<file path="src/rtl/phase_diff_meter.sv">
// Gated phase-lag meter: sums ref->meas intervals and ref periods per gate.
// Optional PHASE_DIFF_DEGLITCH_EN adds a 3-sample stability filter per input.

module phase_diff_edge #(
  parameter int unsigned SYNC_STAGES = 2
) (
  input  logic sys_clk,
  input  logic rst_n,
  input  logic sig,
  output logic rise
);

  logic [SYNC_STAGES-1:0] sync_q;
  logic                   lvl;
  logic                   lvl_q;

  always_ff @(posedge sys_clk or negedge rst_n) begin
    if (!rst_n) begin
      sync_q <= '0;
    end else begin
      sync_q <= {sync_q[SYNC_STAGES-2:0], sig};
    end
  end

`ifdef PHASE_DIFF_DEGLITCH_EN
  logic [1:0] hist_q;
  logic       filt_q;
  logic       smp;

  assign smp = sync_q[SYNC_STAGES-1];

  // level moves only once three consecutive samples agree
  always_comb begin
    lvl = filt_q;
    if (smp == hist_q[0] && smp == hist_q[1]) begin
      lvl = smp;
    end
  end

  always_ff @(posedge sys_clk or negedge rst_n) begin
    if (!rst_n) begin
      hist_q <= '0;
      filt_q <= 1'b0;
    end else begin
      hist_q <= {hist_q[0], smp};
      filt_q <= lvl;
    end
  end
`else
  assign lvl = sync_q[SYNC_STAGES-1];
`endif

  always_ff @(posedge sys_clk or negedge rst_n) begin
    if (!rst_n) begin
      lvl_q <= 1'b0;
      rise  <= 1'b0;
    end else begin
      lvl_q <= lvl;
      rise  <= lvl & ~lvl_q;
    end
  end

endmodule

module phase_diff_meter #(
  parameter int unsigned GATE_CYCLES = 400_000_000,
  parameter int unsigned ACC_W       = 40,
  parameter int unsigned CNT_W       = 32,
  parameter int unsigned SYNC_STAGES = 2
) (
  input  logic             sys_clk,
  input  logic             rst_n,
  input  logic             enable,
  input  logic             sig_ref,
  input  logic             sig_meas,
  output logic [ACC_W-1:0] phase_sum,
  output logic [ACC_W-1:0] period_sum,
  output logic [CNT_W-1:0] pair_cnt,
  output logic [CNT_W-1:0] miss_cnt,
  output logic             result_valid,
  output logic             overflow,
  output logic             busy
);

  localparam int unsigned GW = $clog2(GATE_CYCLES);
  localparam logic [GW-1:0] GATE_LAST = GW'(GATE_CYCLES - 1);
  localparam int unsigned SW =
    ((ACC_W > CNT_W) ? ACC_W : CNT_W) + 2;

  typedef enum logic [1:0] {
    IDLE,
    ARM,
    MEASURE,
    LATCH
  } state_t;

  // Returns {saturated, acc + cnt + 1}
  function automatic logic [ACC_W:0] acc_add(
    input logic [ACC_W-1:0] a,
    input logic [CNT_W-1:0] b
  );
    logic [SW-1:0] s;
    s = SW'(a) + SW'(b) + SW'(1);
    if (s > SW'({ACC_W{1'b1}})) begin
      acc_add = {1'b1, {ACC_W{1'b1}}};
    end else begin
      acc_add = {1'b0, s[ACC_W-1:0]};
    end
  endfunction

  function automatic logic [CNT_W:0] cnt_inc(
    input logic [CNT_W-1:0] c
  );
    if (&c) begin
      cnt_inc = {1'b1, c};
    end else begin
      cnt_inc = {1'b0, c + CNT_W'(1)};
    end
  endfunction

  logic ref_rise;
  logic meas_rise;

  phase_diff_edge #(
    .SYNC_STAGES (SYNC_STAGES)
  ) u_ref_edge (
    .sys_clk (sys_clk),
    .rst_n   (rst_n),
    .sig     (sig_ref),
    .rise    (ref_rise)
  );

  phase_diff_edge #(
    .SYNC_STAGES (SYNC_STAGES)
  ) u_meas_edge (
    .sys_clk (sys_clk),
    .rst_n   (rst_n),
    .sig     (sig_meas),
    .rise    (meas_rise)
  );

  state_t           state_q, state_d;
  logic [GW-1:0]    gate_q, gate_d;
  logic             anch_q, anch_d;
  logic             open_q, open_d;
  logic [CNT_W-1:0] per_q, per_d;
  logic [CNT_W-1:0] ivl_q, ivl_d;
  logic [ACC_W-1:0] ph_acc_q, ph_acc_d;
  logic [ACC_W-1:0] pe_acc_q, pe_acc_d;
  logic [CNT_W-1:0] pair_q, pair_d;
  logic [CNT_W-1:0] miss_q, miss_d;
  logic             ovf_q, ovf_d;

  logic [ACC_W:0]   ph_add;
  logic [ACC_W:0]   pe_add;
  logic [CNT_W:0]   per_inc;
  logic [CNT_W:0]   ivl_inc;
  logic [CNT_W:0]   pair_inc;
  logic [CNT_W:0]   miss_inc;
  logic             run;
  logic             clr;

  assign ph_add   = acc_add(ph_acc_q, ivl_q);
  assign pe_add   = acc_add(pe_acc_q, per_q);
  assign per_inc  = cnt_inc(per_q);
  assign ivl_inc  = cnt_inc(ivl_q);
  assign pair_inc = cnt_inc(pair_q);
  assign miss_inc = cnt_inc(miss_q);

  // the anchoring ref rise in ARM is gate cycle 0
  assign run = (state_q == MEASURE) ||
               (state_q == ARM && ref_rise);
  assign clr = (state_q == IDLE) ||
               (state_q == LATCH);

  assign busy = (state_q == ARM) ||
                (state_q == MEASURE);

  always_comb begin
    state_d = state_q;
    gate_d  = gate_q;
    unique case (state_q)
      IDLE: begin
        gate_d = '0;
        if (enable) state_d = ARM;
      end
      ARM: begin
        gate_d = ref_rise ? GW'(1) : '0;
        if (!enable) begin
          state_d = IDLE;
        end else if (ref_rise) begin
          state_d = MEASURE;
        end
      end
      MEASURE: begin
        if (gate_q == GATE_LAST) begin
          gate_d = '0;
        end else begin
          gate_d = gate_q + GW'(1);
        end
        if (!enable) begin
          state_d = IDLE;
        end else if (gate_q == GATE_LAST) begin
          state_d = LATCH;
        end
      end
      LATCH: begin
        gate_d  = '0;
        state_d = enable ? MEASURE : IDLE;
      end
      default: begin
        gate_d  = '0;
        state_d = IDLE;
      end
    endcase
  end

  always_comb begin
    anch_d   = anch_q;
    open_d   = open_q;
    per_d    = per_q;
    ivl_d    = ivl_q;
    ph_acc_d = ph_acc_q;
    pe_acc_d = pe_acc_q;
    pair_d   = pair_q;
    miss_d   = miss_q;
    ovf_d    = ovf_q;
    if (clr) begin
      anch_d   = 1'b0;
      open_d   = 1'b0;
      per_d    = '0;
      ivl_d    = '0;
      ph_acc_d = '0;
      pe_acc_d = '0;
      pair_d   = '0;
      miss_d   = '0;
      ovf_d    = 1'b0;
    end else if (run) begin
      if (anch_q) begin
        per_d = per_inc[CNT_W-1:0];
        ovf_d = ovf_d | per_inc[CNT_W];
      end
      if (open_q) begin
        ivl_d = ivl_inc[CNT_W-1:0];
        ovf_d = ovf_d | ivl_inc[CNT_W];
      end
      if (ref_rise) begin
        anch_d = 1'b1;
        per_d  = '0;
        ivl_d  = '0;
        if (anch_q) begin
          pe_acc_d = pe_add[ACC_W-1:0];
          ovf_d    = ovf_d | pe_add[ACC_W];
        end
        if (open_q) begin
          miss_d = miss_inc[CNT_W-1:0];
          ovf_d  = ovf_d | miss_inc[CNT_W];
        end
      end
      unique case (1'b1)
        (ref_rise && meas_rise): begin
          pair_d = pair_inc[CNT_W-1:0];
          ovf_d  = ovf_d | pair_inc[CNT_W];
          open_d = 1'b0;
        end
        (ref_rise && !meas_rise): begin
          open_d = 1'b1;
        end
        (meas_rise && !ref_rise && open_q): begin
          ph_acc_d = ph_add[ACC_W-1:0];
          pair_d   = pair_inc[CNT_W-1:0];
          ovf_d    = ovf_d | ph_add[ACC_W]
                   | pair_inc[CNT_W];
          open_d   = 1'b0;
        end
        default: begin
        end
      endcase
    end
  end

  always_ff @(posedge sys_clk or negedge rst_n) begin
    if (!rst_n) begin
      state_q  <= IDLE;
      gate_q   <= '0;
      anch_q   <= 1'b0;
      open_q   <= 1'b0;
      per_q    <= '0;
      ivl_q    <= '0;
      ph_acc_q <= '0;
      pe_acc_q <= '0;
      pair_q   <= '0;
      miss_q   <= '0;
      ovf_q    <= 1'b0;
    end else begin
      state_q  <= state_d;
      gate_q   <= gate_d;
      anch_q   <= anch_d;
      open_q   <= open_d;
      per_q    <= per_d;
      ivl_q    <= ivl_d;
      ph_acc_q <= ph_acc_d;
      pe_acc_q <= pe_acc_d;
      pair_q   <= pair_d;
      miss_q   <= miss_d;
      ovf_q    <= ovf_d;
    end
  end

  always_ff @(posedge sys_clk or negedge rst_n) begin
    if (!rst_n) begin
      phase_sum    <= '0;
      period_sum   <= '0;
      pair_cnt     <= '0;
      miss_cnt     <= '0;
      overflow     <= 1'b0;
      result_valid <= 1'b0;
    end else begin
      result_valid <= 1'b0;
      if (state_q == LATCH) begin
        phase_sum    <= ph_acc_q;
        period_sum   <= pe_acc_q;
        pair_cnt     <= pair_q;
        miss_cnt     <= miss_q;
        overflow     <= ovf_q;
        result_valid <= 1'b1;
      end
    end
  end

endmodule

</file>
<file path="config.mk">
export PLATFORM = sky130hd
export DESIGN_NAME = phase_diff_meter
export DESIGN_NICKNAME = d
export VERILOG_FILES = /design/src/rtl/phase_diff_meter.sv
export SDC_FILE = /design/constraint.sdc
export NUM_CORES = 1
export LEC_CHECK = 0
export BUFFER_PORTS_ARGS = -buffer_cell sky130_fd_sc_hd__buf_2
export CAP_MARGIN = 20
export CORE_MARGIN = 4
export CORE_UTILIZATION = 55
export CTS_CLUSTER_SIZE = 16
export DETAILED_ROUTE_END_ITERATION = 16
export PLACE_DENSITY = 0.74
export SETUP_SLACK_MARGIN = 0.4
export SLEW_MARGIN = 30
export SYNTH_ARGS = -nofsm -noshare
export SYNTH_HDL_FRONTEND = slang
export SYNTH_SLANG_ARGS = --single-unit
export TNS_END_PERCENT = 1
</file>
<file path="constraint.sdc">
create_clock -name sys_clk -period 7.4 [get_ports sys_clk]
set_clock_uncertainty 0.15 [all_clocks]
set_input_delay 0.37 -clock sys_clk [delete_from_list [all_inputs] [get_ports sys_clk]]
set_output_delay 0.37 -clock sys_clk [all_outputs]
set_load 0.05 [all_outputs]
</file>
; ---- Word-level counts from Yosys, hierarchy flattened
; Cells that the tools add are included.
[totals]
register_bits = 396
inputBits = 5
out_inout_bits = 147
wordCells = 153
[op_classes]
addsub = 9
n_lt_le_gt_ge = 2
eq_ne = 11
muxes = 62
bitwise = 11
n_reduce_logical = 35
[ops]
columns = op, n
row1 = 32-bit two-way mux, 15
row2 = 40-bit two-way mux, 7
row3 = 33-bit two-way mux, 4
row4 = 32-bit by 1-bit adder with 32-bit output (second input constant), 4
row5 = 32-bit AND reduction, 4
row6 = 29-bit one-hot mux with 3 select lines, 1
row7 = 41-bit by 1-bit adder with 42-bit output (second input constant), 2
row8 = 42-bit by 40-bit greater-than comparator with 1-bit output (second input constant), 2
row9 = 40-bit by 32-bit adder with 41-bit output, 2
row10 = 41-bit two-way mux, 2
row11 = 29-bit by 1-bit adder with 29-bit output (second input constant), 1
row12 = 29-bit == test (second input constant), 1
row13 = 29-bit two-way mux, 1
row14 = 1-bit two-way mux, 23
row15 = 3-bit AND reduction, 5
row16 = 2-bit two-way mux, 6
row17 = 3-bit by 2-bit != test with 1-bit output (second input constant), 4
row18 = 2-bit nonzero test, 6
row19 = 3-bit nonzero test, 3
row20 = 2-bit one-hot mux with 4 select lines, 1
row21 = 1-bit OR, 7
row22 = 2-bit != test (second input constant), 3
row23 = 2-bit AND reduction, 3
row24 = 1-bit logical AND, 5
row25 = 10 further kinds, 18

; ---- Longest topological paths before layout
[depth]
depth_word = 25
depth_mapped = 14
depth_no_buf = 13

; ---- By module
; A second synthesis with hierarchy kept.
[unflattened]
hier_cells = 2044
hier_area_um2 = 20825.0
[modules_own_cells]
columns = mod, n_inst, cells_per_inst, area_each_um2, seq_area_each_um2
row1 = phase_diff_meter, 1, 2034, 20597.3, 9709.3
row2 = phase_diff_edge, 2, 5, 113.9, 100.1

; ---- Least setup slack after synthesis
; OpenSTA, ideal clock, no wires.
[synth_timing]
path_kind = flip-flop to flip-flop
from = reg state_q[0]
to = reg miss_q[29]
arrival_time_ns = 2.861
t_required_ns = 7.118
path_slack_ns = 4.257
stages_incl_launch_ff = 14
path_buffers = 2
cell_sequence = dfrtp_1 inv_1 ha_1 inv_2 a211o_1 buf_2 nand2_2 a21oi_1 buf_2 and4_4 and4_1 and4_1 xnor2_1 nor2_1
[synth_via]
elab_chain_len = 5
word_cells_on_any_way = 13
cone_classes = eq/ne: 4 / mux: 1 / reduce/logical: 8
[synth_lines]
columns = item, line
row1 = start: declaration, 142  ; state_t state_q, state_d;
row2 = start signal: assignment, 296  ; state_q <= state_d;
row3 = 2-bit by 1-bit == test with 1-bit output, 172  ; (state_q == ARM && ref_rise);
row4 = 1-bit logical AND, 172
row5 = 1-bit logical OR, 171  ; assign run = (state_q == MEASURE) ||
row6 = 2-bit nonzero test (no source line), -
row7 = 4-bit AND reduction (no source line), -
row8 = end signal: assignment, 305  ; miss_q <= miss_d;
row9 = end: declaration, 151  ; logic [CNT_W-1:0] miss_q, miss_d;
; Several ways; a longest one is shown, not always the timed one.
; A chain may end at the register's enable or synchronous reset.

; ---- Worst setup path in the final report
[layout_timing]
from = reg state_q[0]
to = reg ivl_q[26]
[layout_via]
elab_chain_len = 5
word_cells_on_any_way = 12
cone_classes = eq/ne: 4 / mux: 1 / reduce/logical: 7
[layout_lines]
columns = item, line
row1 = 2-bit by 1-bit == test with 1-bit output, 172
row2 = 1-bit logical AND, 172
row3 = 1-bit logical OR, 171
row4 = 2-bit nonzero test (no source line), -
row5 = 3-bit AND reduction (no source line), -
row6 = end signal: assignment, 301  ; ivl_q <= ivl_d;
row7 = end: declaration, 147  ; logic [CNT_W-1:0] ivl_q, ivl_d;
; Several ways; a longest one is shown, not always the timed one.

==> summary.txt <==
Leakage Power: 11.4 nW
Total GRT Usage: 0.238
root buf cell: clkbuf_16
met2 wire len: 22,100 um
number of global-route vias before repair: 15,545
final setup vio count: 0
number of synthesized flops with an enable pin: 0
Avg Cell Area, Syn: 10.2 um2
Core Util, Final: 0.634
Placement Setup Slack: 3240 ps
unrepaired setup endpoints after global routing: false
clock transition at the registers of the reported paths: 60 ps
clk buf depth: 3
min cycle time layout: 4150 ps
clock sinks: 396
detailed placement HPWL: 33,700 um
Critical Path AT: 4430 ps
total CTS buffers: 43
final antenna-violating net count: 0
Unique masters post-synth: 85
Syn Nets: 2,099
Layout Cells excl Fill: 2,653
worst hold stages: 0
critical path, cell by cell: inv_1 -> ha_2 -> inv_2 -> buf_4 -> a211oi_1 -> nor2_4 -> buf_4 -> a31oi_1 -> or2_1 -> nor3_4 -> nand4_1 -> xor2_1 -> nor2_1
met3 wire len: 2390 um
drt drc: 0
NumNets Final: 2,234
Core Box Area: 36,700 um2
post-synthesis async set-or-reset flop share: 1.00
CP endpoint kind: register
R2R depth: 13
area grow syn2layout: 13.3%
worst setup margin: 3250 ps
most used cell, CP: buf_4
synthesized cell area: 20,600 um2
Synth Instances: 2,017
CP delay by family, top: buffers and inverters
CP bufs+invs: 4
via count: 15,664
f_max: 0.241 GHz
highest metal layer with signal wires: met4
Crit Path Class: register to register
post-CTS setup buffer count: 0
final hold vios: 0
Tightest Pin Transition: 984 ps
Largest stage delay, worst path: 680 ps
sequential fraction of the synthesis area: 0.482
I/O pin total: 152
Final Cell Area: 23,300 um2
final WL: 48,400 um
die area: 40,500 um2
router iterations before antenna repair: 5
Die Y: 201 um
Initial Utilization: 0.560
YS warnings: 0
final hold slack: 189 ps
Worst path depth: 13
placed cells: 2,569
GPL Wtd Cong: 0.892
average vias per placed instance: 5.90
Pins Over Slew Limit: 0
PwrDens: 239 nW/um2
input/output buffers: 151
VDD IR max: 279 uV
CTS HTree Levels: 2
critical path data required time: 7680 ps
post_cts resized: 0
largest net degree at the start of global routing: 160
dpl cell area: 21,700 um2
Seq cells post-synth: 396
relative slew slack: 0.344
site row count: 70
global-route wire length before repair: 81,200 um
GR Overflow Total: 0
wl on met1: 22,700 um
CTS tree: built
clk_lat worst skew: 580 ps
setup TNS: 0 ps
CP max stage cell: buf_4
initial antenna violation count: 0
Top FF cell, synth: dfrtp_1
share of layout cells above drive strength 1: 0.191
status: finished, final reports clean
# diodes: 0
Worst Path Max Fanout: 80
fin crit share: 0.561
DR iter-0 viols: 998
overall die width: 201 um
Tightest Hold Check Type: register to register
Power Total: 5.56 mW
startpoint types: register
drt wl/cell: 18.3 um
Max Cap Viol: 0
metal layers:
metal / GRT usage / up-vias
li1: - / 7483
met1: 0.346 / 7709
met2: 0.376 / 389
met3: 0.0351 / 83
met4: 0.0684 / 0
met5: 0 / -
cells in the mapped netlist, types with 36 or more instances:
master | number | area share
a21oi_1 | 101 | 0.025
a31oi_1 | 36 | 0.011
and3_1 | 39 | 0.012
clkbuf_1 | 59 | 0.011
dfrtp_1 | 396 | 0.48
ha_1 | 75 | 0.046
mux2_2 | 145 | 0.079
nand2_1 | 192 | 0.035
nand3_1 | 74 | 0.018
nand4_1 | 52 | 0.016
nor2_1 | 204 | 0.037
o21ai_0 | 111 | 0.027
xnor2_1 | 71 | 0.030
xor2_1 | 110 | 0.047
area by class of cell:
class | count | area, um2
Clock buffer | 56 | 1180
Clock inverter | 22 | 288
Fill cell | 2962 | 13400
Inverter | 36 | 135
Multi-Input combinational cell | 1506 | 10200
Sequential cell | 396 | 9910
Tap cell | 468 | 586
Timing Repair Buffer | 169 | 955
state kept, by name (all words and copies together), names as in the netlist, 2 cells and up:
| signal | count |
|---|---|
| miss_q | 32 |
| period_sum | 40 |
| ph_acc_q | 40 |
| pair_cnt | 32 |
| u_meas_edge.sync_q | 2 |
| state_q | 2 |
| u_ref_edge.sync_q | 2 |
| ivl_q | 32 |
| phase_sum | 40 |
| gate_q | 29 |
| pe_acc_q | 40 |
| pair_q | 32 |
| per_q | 32 |
| miss_cnt | 32 |
cell usage in the layout (no fill, tap or decap), drive strengths merged, types with 37 or more instances in the layout:
cell type  count
a21oi        102
a31oi         37
and3          39
buf          165
clkbuf        56
dfrtp        396
ha            75
inv           39
mux2         145
nand2        193
nand3         74
nand4         53
nor2         204
o21ai        114
xnor2         71
xor2         110
final timing paths:
path,start,endpoint,slack (ps)
max,state_q[0],ivl_q[26],3250
min,u_meas_edge.sync_q[0],u_meas_edge.sync_q[1],190
max reg2reg,state_q[0],ivl_q[26],3250
min reg2reg,u_meas_edge.sync_q[0],u_meas_edge.sync_q[1],190
max in group asynchronous,rst_n,ph_acc_q[39],5440
min in group asynchronous,rst_n,phase_sum[4],260
cell families (layout without fill, tap and decap cells):
family	count (synthesis)	count (layout)	synth area share
buffers and inverters	115	283	0.0225
adders and majority gates	77	77	0.0476
and+or+nand+nor	709	709	0.168
AOI/OAI and AO/OA	388	388	0.120
muxes	151	151	0.0824
xor gates and xnor gates	181	181	0.0771
DFF	396	396	0.482
repair_timing:
action | 4_1_cts | 5_1_grt
endpoints found under the hold margin | 97 | 0
hold buffers | 4 | 0
setup endpoints to repair | 0 | 0
power breakdown:
part	internal (mW)	total, mW	switching, mW
Sequential	2.23	2.31	0.0788
Combinational	0.259	1.03	0.772
Clock	1.32	2.22	0.899
Total	3.81	5.56	1.75
(Power assumes the default switching activity.)
